### src/rtl/multi_one_shot_if.sv
// multi_one_shot_if: button bundle between board-level buttons and the one-shot block.
// The master drives the raw buttons; the slave returns per-channel pulses and debounced levels.
interface multi_one_shot_if #(
  parameter int unsigned CHANNELS = 4
) ();
  logic [CHANNELS-1:0] button;
  logic [CHANNELS-1:0] one_shot_button;
  logic [CHANNELS-1:0] button_level;

  modport master (
    output button,
    input  one_shot_button,
    input  button_level
  );

  modport slave (
    input  button,
    output one_shot_button,
    output button_level
  );
endinterface

### src/rtl/multi_one_shot.sv
// multi_one_shot: per-channel 2-FF synchroniser, stable-count debouncer and single-cycle
// edge pulse generator. Define MULTI_ONE_SHOT_AUTOREPEAT_EN to add auto-repeat pulses
// while a button is held (press-edge modes only).
module multi_one_shot #(
  parameter int unsigned CHANNELS        = 4,
  parameter int unsigned DEBOUNCE_CYCLES = 8,
  parameter int unsigned EDGE_MODE       = 0,
  parameter int unsigned REPEAT_DELAY    = 64,
  parameter int unsigned REPEAT_PERIOD   = 16
) (
  input logic             clk,
  input logic             rst_n,
  multi_one_shot_if.slave bus
);

  localparam int unsigned DebW = $clog2(DEBOUNCE_CYCLES);
  localparam int unsigned RepW = $clog2(REPEAT_DELAY + 1);
  localparam int unsigned CntW = (RepW > DebW) ? RepW : DebW;
  localparam logic [CntW-1:0] CntLast = CntW'(DEBOUNCE_CYCLES - 1);
  localparam logic [CntW-1:0] CntMax  = '1;
  // Any EDGE_MODE other than 1 (release only) pulses on press; >2 thus falls back to 0.
  localparam bit RiseEn = (EDGE_MODE != 1);
  localparam bit FallEn = (EDGE_MODE == 1) || (EDGE_MODE == 2);

`ifdef MULTI_ONE_SHOT_AUTOREPEAT_EN
  localparam int unsigned RepPeriod = (REPEAT_PERIOD < 2) ? 2 : REPEAT_PERIOD;
  localparam int unsigned HoldWa    = $clog2(REPEAT_DELAY + 1);
  localparam int unsigned HoldWb    = $clog2(RepPeriod + 1);
  localparam int unsigned HoldW     = (HoldWa > HoldWb) ? HoldWa : HoldWb;
  localparam logic [HoldW-1:0] HoldFirst = HoldW'(REPEAT_DELAY - 1);
  localparam logic [HoldW-1:0] HoldNext  = HoldW'(RepPeriod - 1);
  localparam logic [HoldW-1:0] HoldMax   = '1;
`endif

  typedef enum logic [1:0] {StIdle, StDebPress, StPressed, StDebRelease} state_e;

  logic [CHANNELS-1:0] r_sync1, r_sync2;
  logic [CHANNELS-1:0] w_pulse_all, w_level_all;

  // Two-stage synchroniser for the asynchronous button inputs.
  always_ff @(posedge clk or negedge rst_n) begin
    if (!rst_n) begin
      r_sync1 <= '0;
      r_sync2 <= '0;
    end else begin
      r_sync1 <= bus.button;
      r_sync2 <= r_sync1;
    end
  end

  for (genvar g = 0; g < CHANNELS; g++) begin : g_ch
    state_e          r_state, w_state_d;
    logic [CntW-1:0] r_cnt, w_cnt_d;
    logic            w_s, w_rise, w_fall, w_rep;
    logic            r_pulse, r_level, w_pulse_d, w_level_d;

    assign w_s = r_sync2[g];

    // State, debounce counter and registered outputs.
    always_ff @(posedge clk or negedge rst_n) begin
      if (!rst_n) begin
        r_state <= StIdle;
        r_cnt   <= '0;
        r_pulse <= 1'b0;
        r_level <= 1'b0;
      end else begin
        r_state <= w_state_d;
        r_cnt   <= w_cnt_d;
        r_pulse <= w_pulse_d;
        r_level <= w_level_d;
      end
    end

    // Next state: a level change needs DEBOUNCE_CYCLES consecutive opposite samples.
    always_comb begin
      w_state_d = r_state;
      w_cnt_d   = r_cnt;
      w_rise    = 1'b0;
      w_fall    = 1'b0;
      case (r_state)
        StIdle: begin
          if (w_s) begin
            w_state_d = StDebPress;
            w_cnt_d   = CntW'(1);
          end
        end
        StDebPress: begin
          if (!w_s) begin
            w_state_d = StIdle;
            w_cnt_d   = '0;
          end else if (r_cnt >= CntLast) begin
            w_state_d = StPressed;
            w_cnt_d   = '0;
            w_rise    = 1'b1;
          end else if (r_cnt != CntMax) begin
            w_cnt_d = r_cnt + CntW'(1);
          end
        end
        StPressed: begin
          if (!w_s) begin
            w_state_d = StDebRelease;
            w_cnt_d   = CntW'(1);
          end
        end
        StDebRelease: begin
          if (w_s) begin
            w_state_d = StPressed;
            w_cnt_d   = '0;
          end else if (r_cnt >= CntLast) begin
            w_state_d = StIdle;
            w_cnt_d   = '0;
            w_fall    = 1'b1;
          end else if (r_cnt != CntMax) begin
            w_cnt_d = r_cnt + CntW'(1);
          end
        end
        default: begin
          w_state_d = StIdle;
          w_cnt_d   = '0;
        end
      endcase
    end

    // Outputs: level follows the accepted state, pulse marks the selected edge(s).
    always_comb begin
      w_level_d = (w_state_d == StPressed) || (w_state_d == StDebRelease);
      w_pulse_d = (RiseEn && w_rise) || (FallEn && w_fall) || (RiseEn && w_rep);
    end

`ifdef MULTI_ONE_SHOT_AUTOREPEAT_EN
    logic [HoldW-1:0] r_hold, w_hold_d;
    logic             r_rep_phase, w_rep_phase_d;

    // Hold timer: advances only while staying PRESSED, frozen during release debounce.
    always_comb begin
      w_hold_d      = r_hold;
      w_rep_phase_d = r_rep_phase;
      w_rep         = 1'b0;
      if (w_state_d == StIdle || w_rise) begin
        w_hold_d      = '0;
        w_rep_phase_d = 1'b0;
      end else if (r_state == StPressed && w_state_d == StPressed) begin
        if (!r_rep_phase && r_hold == HoldFirst) begin
          w_rep         = 1'b1;
          w_hold_d      = '0;
          w_rep_phase_d = 1'b1;
        end else if (r_rep_phase && r_hold == HoldNext) begin
          w_rep    = 1'b1;
          w_hold_d = '0;
        end else if (r_hold != HoldMax) begin
          w_hold_d = r_hold + HoldW'(1);
        end
      end
    end

    // Hold timer registers.
    always_ff @(posedge clk or negedge rst_n) begin
      if (!rst_n) begin
        r_hold      <= '0;
        r_rep_phase <= 1'b0;
      end else begin
        r_hold      <= w_hold_d;
        r_rep_phase <= w_rep_phase_d;
      end
    end
`else
    assign w_rep = 1'b0;
`endif

    assign w_pulse_all[g] = r_pulse;
    assign w_level_all[g] = r_level;
  end

  assign bus.one_shot_button = w_pulse_all;
  assign bus.button_level    = w_level_all;

endmodule
### src/flat_wrapper.sv
// flat-port wrapper written by rule: the top's interface ports become plain ports
module multi_one_shot_flat 
#(
  parameter int unsigned CHANNELS        = 4,
  parameter int unsigned DEBOUNCE_CYCLES = 8,
  parameter int unsigned EDGE_MODE       = 0,
  parameter int unsigned REPEAT_DELAY    = 64,
  parameter int unsigned REPEAT_PERIOD   = 16
)
  (clk, rst_n, bus_button, bus_one_shot_button, bus_button_level);
  multi_one_shot_if #(.CHANNELS(CHANNELS)) bus_i ();
  input logic clk;
  input logic rst_n;
  input wire logic [$bits(bus_i.button)-1:0] bus_button;
  output wire logic [$bits(bus_i.one_shot_button)-1:0] bus_one_shot_button;
  output wire logic [$bits(bus_i.button_level)-1:0] bus_button_level;
  assign bus_i.button = bus_button;
  assign bus_one_shot_button = bus_i.one_shot_button;
  assign bus_button_level = bus_i.button_level;
  multi_one_shot #(.CHANNELS(CHANNELS), .DEBOUNCE_CYCLES(DEBOUNCE_CYCLES), .EDGE_MODE(EDGE_MODE), .REPEAT_DELAY(REPEAT_DELAY), .REPEAT_PERIOD(REPEAT_PERIOD)) u_core (.clk(clk), .rst_n(rst_n), .bus(bus_i));
endmodule
### config.mk
export PLATFORM = sky130hd
export DESIGN_NAME = multi_one_shot_flat
export DESIGN_NICKNAME = d
export VERILOG_FILES = /design/src/rtl/multi_one_shot_if.sv /design/src/rtl/multi_one_shot.sv /design/src/flat_wrapper.sv
export SDC_FILE = /design/constraint.sdc
export NUM_CORES = 1
export LEC_CHECK = 0
export BUFFER_PORTS_ARGS = -buffer_cell sky130_fd_sc_hd__buf_2
export CORE_MARGIN = 8
export CORE_UTILIZATION = 60
export CTS_BUF_LIST = sky130_fd_sc_hd__clkbuf_8
export DETAILED_ROUTE_END_ITERATION = 10
export PLACE_DENSITY = 0.83
export SYNTH_ARGS = -nofsm -noshare
export SYNTH_HDL_FRONTEND = slang
export SYNTH_SLANG_ARGS = --single-unit
### constraint.sdc
create_clock -name clk -period 2.2 [get_ports clk]
set_input_delay 0.44 -clock clk [delete_from_list [all_inputs] [get_ports clk]]
set_output_delay 0.44 -clock clk [all_outputs]
set_load 0.01 [all_outputs]
==> metrics, run 1 <==
first-pass GRT wire length=6.044 mm; placed wire-length estimate=2.410 mm; drt total wl=3.487 mm; worst stage delay on the critical path=550 ps; GR Util met2=20.82%; Yosys warnings=0; Area contributors post-synth=dfrtp_1 60%, and2_1 5.2%, buf_4 2.8%, mux2_4 2.8%, ha_1 2.3%; CORE AREA=3390 sq um; Max FO, Critical Path=4; Worst Path Arrival=1950 ps; Avg Cell Area, Syn=13.14 sq um; commonest non-fill, non-tap cell in the layout=dfrtp_1; VDD IR-drop max=489.1 uV; largest net degree at the start of global routing=35; Worst Tran Pin Value=707.7 ps; outcome=finished clean; cells after synthesis=164; Synth Net Count=174; clock buffer count from CTS=5; post-route ant nets=0; met3 usage=5.307%; Critical Path RT=2390 ps; Final Core Density=69.03%; CTS sink cnt=52; DRC=0; async set or reset register ratio after synthesis=100.0%; r2r endpoint=u_core.g_ch[2].r_level$_DFF_PN0_; post_cts resized=0; worst clock skew=6.526 ps; Pleak=1.220 nW; Avg WL per Cell=15.50 um; GPL Wtd Cong=0.7633; Worst path slowest cell=or4_1; Final period util=80.43%; Netlist cell types=29; die area=5765 sq um; # rows=21; DRT Pass-1 Iters=5; HP Class=primary input to async pin; critical path cell sequence=or4_1 -> a21oi_2 -> or2b_2 -> mux2_1; clk root buf=clkbuf_8; max cap viols=0; most frequent cells in the layout=52 x dfrtp_1, 18 x and2_1, 13 x buf_2, 10 x nand2_1; Die Ht=75.93 um; Max clock buf depth=2; vias in the first global route=1282; worst rel slew slack=52.82%; Final Hold Viols=0; CTS tree=yes; fin crit period=1770 ps; GRT busiest layer=met2; Antenna Cells=0; fin nets=188; sequential area share after synthesis=60.39%; cell area after synthesis=2155 sq um; Top FF cell, synth=dfrtp_1; Overall Global Routing Usage=12.74%; Setup Crit Path Kind=flip-flop to flip-flop; r2r setup slk=430 ps; number of H-tree levels=2; worst r2r src=u_core.g_ch[2].r_cnt[3]$_DFFE_PN0P_; M1 GR Usage=15.14%; RSZ-0062 raised after global routing=no; Overflow after GRT=0; layout cell share with drive strength beyond 1=21.23%; Worst Reg2Reg Path Length in Cells=4; post-CTS setup buffer count=0; Post-synth EDFFs=0; clk slew on worst S/H paths=90 ps; FF+latch count, synth=52; Area Overhead vs Synth=8.594%; post-synth top area cell=dfrtp_1; Final Setup Violations=0; worst-skew pair later-pin latency=300 ps; Synth top area share=60.39%; Critical Path Source Type=flip-flop; drt initial violations=76; Initial Util=63.57%; Top Ports=14; Worst setup EP type=flip-flop; initial antenna violation count=0; Final TNS setup=0 ps; drt via density=5.507; DR vias=1239; PwrDens=949.8 nW/um^2; port bufs=13; hold_buf cts=0; Max Slew Vio Count=0; Fmax=0.5651 GHz; Die X=75.93 um
[power breakdown]
group / total [mW] / internal, mW / switching (mW)
Clock: 0.622 / 0.333 / 0.289
Combinational: 0.392 / 0.189 / 0.203
Sequential: 1.21 / 1.07 / 0.135
Total: 2.22 / 1.60 / 0.627
[state kept, by name, indices dropped and copies added (netlist names)]
| name | count |
|---|---|
| u_core.g_ch.r_level | 4 |
| u_core.g_ch.r_cnt | 28 |
| u_core.g_ch.r_pulse | 4 |
| u_core.r_sync2 | 4 |
| u_core.r_sync1 | 4 |
| u_core.g_ch.r_state | 8 |
[cells in the mapped netlist (4+ instances only)]
master	count
dfrtp_1	52
and2_1	18
nand2_1	10
buf_4	8
nand3_1	6
nand4_1	6
nor2_1	6
a21o_1	4
ha_1	4
mux2_1	4
mux2_4	4
nor3b_1	4
o21ai_0	4
xor2_1	4
[area by class of cell]
cell class                 instances  area (sq um)
clock buffer                       5         68.82
clock inverter                     3         38.79
fill                             239          1050
multi-input combinational        104         793.3
sequential                        52          1301
tap                               46         57.56
timing repair buffer              15         80.08
[cell families (layout without fill, tap and decap cells)]
| logic type | Yosys count | after routing | share of synthesized area [%] |
|---|---|---|---|
| XOR/XNOR | 6 | 6 | 2.439 |
| AO/OA/AOI/OAI | 22 | 22 | 8.711 |
| AND/OR/NAND/NOR | 64 | 64 | 18.47 |
| buffers and inverters | 8 | 23 | 2.788 |
| multiplexers | 8 | 8 | 4.878 |
| adder cells (fa/ha/maj) | 4 | 4 | 2.323 |
| flip-flops | 52 | 52 | 60.39 |
[layer usage]
metal  up-vias  part of all wire, %
met5         -                    0
met2        19                   51
li1        604                    -
met1       612                   45
met4         0                 0.54
met3         4                  4.0
[critical path: cells and delay by family (launching register included)]
| kind | cells | cell delay, ps |
|---|---|---|
| AND/OR/NAND/NOR | 2 | 730 |
| flip-flops | 1 | 420 |
| AO/OA/AOI/OAI | 1 | 180 |
| multiplexers | 1 | 330 |
[how the worst max path moves through the flow]
stage,start,endpoint,slack (ps),depth (start not counted)
after CTS,u_core.g_ch[2].r_cnt[3]$_DFFE_PN0P_,u_core.g_ch[2].r_level$_DFF_PN0_,430,4
after floorplan,u_core.g_ch[3].r_cnt[3]$_DFFE_PN0P_,u_core.g_ch[3].r_level$_DFF_PN0_,570,4
after detailed placement,u_core.g_ch[2].r_cnt[3]$_DFFE_PN0P_,u_core.g_ch[2].r_level$_DFF_PN0_,480,4
after global routing,u_core.g_ch[2].r_cnt[3]$_DFFE_PN0P_,u_core.g_ch[2].r_level$_DFF_PN0_,360,4
final,u_core.g_ch[2].r_cnt[3]$_DFFE_PN0P_,u_core.g_ch[2].r_level$_DFF_PN0_,430,4
after global placement,u_core.g_ch[2].r_cnt[3]$_DFFE_PN0P_,u_core.g_ch[2].r_level$_DFF_PN0_,540,4
[stage by stage]
stage / hold WS, ps / cells / cell area, sq um / power [mW] / setup slack [ps]
2_1_floorplan: 144.4 / 164 / 2155 / 1.498 / 574.7
3_3_place_gp: 332.2 / 217 / 2232 / 1.562 / 535.2
3_5_place_dp: 338.9 / 217 / 2232 / 1.605 / 477.3
4_1_cts: 205.1 / 225 / 2340 / 2.234 / 428.7
5_1_grt: 223.7 / 225 / 2340 / 2.352 / 361.7
6_report: 186.1 / 225 / 2340 / 2.222 / 430.5
Note: power is estimated with default switching activity, not from simulation.
==> run 2: changes to the inputs <==
==> constraint.sdc (replaced) <==
create_clock -name clk -period 1.7 [get_ports clk]
set_input_delay 0.34 -clock clk [delete_from_list [all_inputs] [get_ports clk]]
set_output_delay 0.34 -clock clk [all_outputs]
set_load 0.01 [all_outputs]
==> metrics, run 2 (synthesized netlist as in run 1, its figures left out) <==
# rows=21; Final period util=99.84%; Max clock buf depth=2; Worst path slowest cell=or4_4; Final TNS setup=0 ps; Critical Path RT=1890 ps; Worst setup EP type=flip-flop; Largest delay share family, worst path=simple AND/OR/NAND/NOR gates; worst setup margin=2.750 ps; Antenna Cells=0; worst clock skew=12.03 ps; max cap viols=0; worst rel slew slack=66.77%; Die Ht=75.93 um; max reg flops=28; critical path cell sequence=or4_4 -> a21oi_4 -> or2b_4 -> mux2_4; Avg WL per Cell=15.67 um; commonest non-fill, non-tap cell in the layout=dfrtp_1; Final Hold Viols=0; largest net degree at the start of global routing=33; Top Ports=14; clk root buf=clkbuf_8; CP bufs+invs=0; layout cell share with drive strength beyond 1=27.81%; Pleak=1.255 nW; Worst Tran Pin Value=496.8 ps; Fmax=0.5892 GHz; Overall Global Routing Usage=12.25%; Biggest register=u_core.g_ch.r_cnt; Area Overhead vs Synth=13.36%; Worst Path Arrival=1880 ps; CTS sink cnt=52; drt total wl=3.652 mm; placed wire-length estimate=2.432 mm; port bufs=13; DRT Pass-1 Iters=4; worst stage delay on the critical path=560 ps; GPL Wtd Cong=0.7965; Initial Util=63.57%; largest registers=u_core.g_ch.r_cnt x28, u_core.g_ch.r_state x8; Setup Crit Path Kind=flip-flop to flip-flop; Max Slew Vio Count=0; outcome=finished clean; DRC=0; vias in the first global route=1364; drt via density=5.605; Max FO, Critical Path=4; post-route ant nets=0; clock buffer count from CTS=5; Place WS=-10.92 ps; initial antenna violation count=0; HP Class=primary input to flip-flop; VDD IR-drop max=538.1 uV; RSZ-0062 raised after global routing=yes; first-pass GRT wire length=5.934 mm; Final Setup Violations=0; most frequent cells in the layout=52 x dfrtp_1, 18 x and2_1, 13 x buf_2, 10 x nand2_1; fin nets=196; clk slew on worst S/H paths=100 ps; Overflow after GRT=0; CORE AREA=3390 sq um; Critical Path Source Type=flip-flop; die area=5765 sq um; drt initial violations=87; DR vias=1306; fin crit period=1697 ps; Die X=75.93 um; PwrDens=1145 nW/um^2; worst-skew pair later-pin latency=300 ps; CTS tree=yes; number of H-tree levels=2
[run 2: through the flow]
step           hold slack [ps]  cell area, sq um  total power, mW  instances  utilization, %
6_report                 137.4              2442            2.797        233           72.06
5_1_grt                  118.2              2442            2.955        233           72.06
4_1_cts                  127.1              2380            2.787        230           70.21
3_5_place_dp             328.7              2245            2.089        217           66.22
3_3_place_gp             315.3              2245            2.018        217           66.22
2_1_floorplan            44.41              2155            1.938        164               -
[run 2: worst reg2reg max path, cell delays in order, from the launching register on]
cell and delay (ps):
dfrtp_1 400, or4_4 560, a21oi_4 170, or2b_4 170, mux2_4 300
[run 2: final timing paths]
check | start | end | slack (ps) | depth (start not counted)
setup / recovery | u_core.g_ch[2].r_cnt[5]$_DFFE_PN0P_ | u_core.g_ch[2].r_level$_DFF_PN0_ | 3 | 4
hold / removal | bus_button[0] | u_core.r_sync1[0]$_DFF_PN0_ | 140 | 1
setup reg to reg | u_core.g_ch[2].r_cnt[5]$_DFFE_PN0P_ | u_core.g_ch[2].r_level$_DFF_PN0_ | 3 | 4
hold reg to reg | u_core.r_sync1[3]$_DFF_PN0_ | u_core.r_sync2[3]$_DFF_PN0_ | 360 | 0
max in group asynchronous | rst_n | u_core.g_ch[3].r_cnt[4]$_DFFE_PN0P_ | 650 | 3
min in group asynchronous | rst_n | u_core.g_ch[2].r_cnt[6]$_DFFE_PN0P_ | 530 | 2
[run 2: layer usage]
layer | wire, um | part of all wire (%) | up-vias | GRT usage [%]
li1 | - | - | 616 | -
met1 | 1599 | 44 | 667 | 15.15
met2 | 1909 | 52 | 21 | 19.62
met3 | 130 | 3.6 | 2 | 4.127
met4 | 12 | 0.33 | 0 | 3.725
met5 | 0 | 0 | - | 0
[run 2: area by class of cell]
class / count / area (sq um)
Clock buffer: 5 / 68.82
Clock inverter: 3 / 23.77
Fill cell: 213 / 947.2
Multi-Input combinational cell: 104 / 835.8
Sequential cell: 52 / 1301
Tap cell: 46 / 57.56
Timing Repair Buffer: 23 / 155.1
[run 2: where the power goes]
| group | total (mW) | switching (mW) | internal (mW) | leakage [nW] |
|---|---|---|---|---|
| Sequential | 1.56 | 0.174 | 1.39 | 0.684 |
| Clock | 0.694 | 0.402 | 0.292 | 0.0404 |
| Combinational | 0.540 | 0.273 | 0.267 | 0.531 |
[run 2: what timing repair did]
action	in CTS	in global routing
endpoints found under the setup margin	5	7
hold buffers	1	0
hold endpoints to repair	6	0
buffers inserted	4	3
pin swaps	0	2
gates resized for setup	1	9
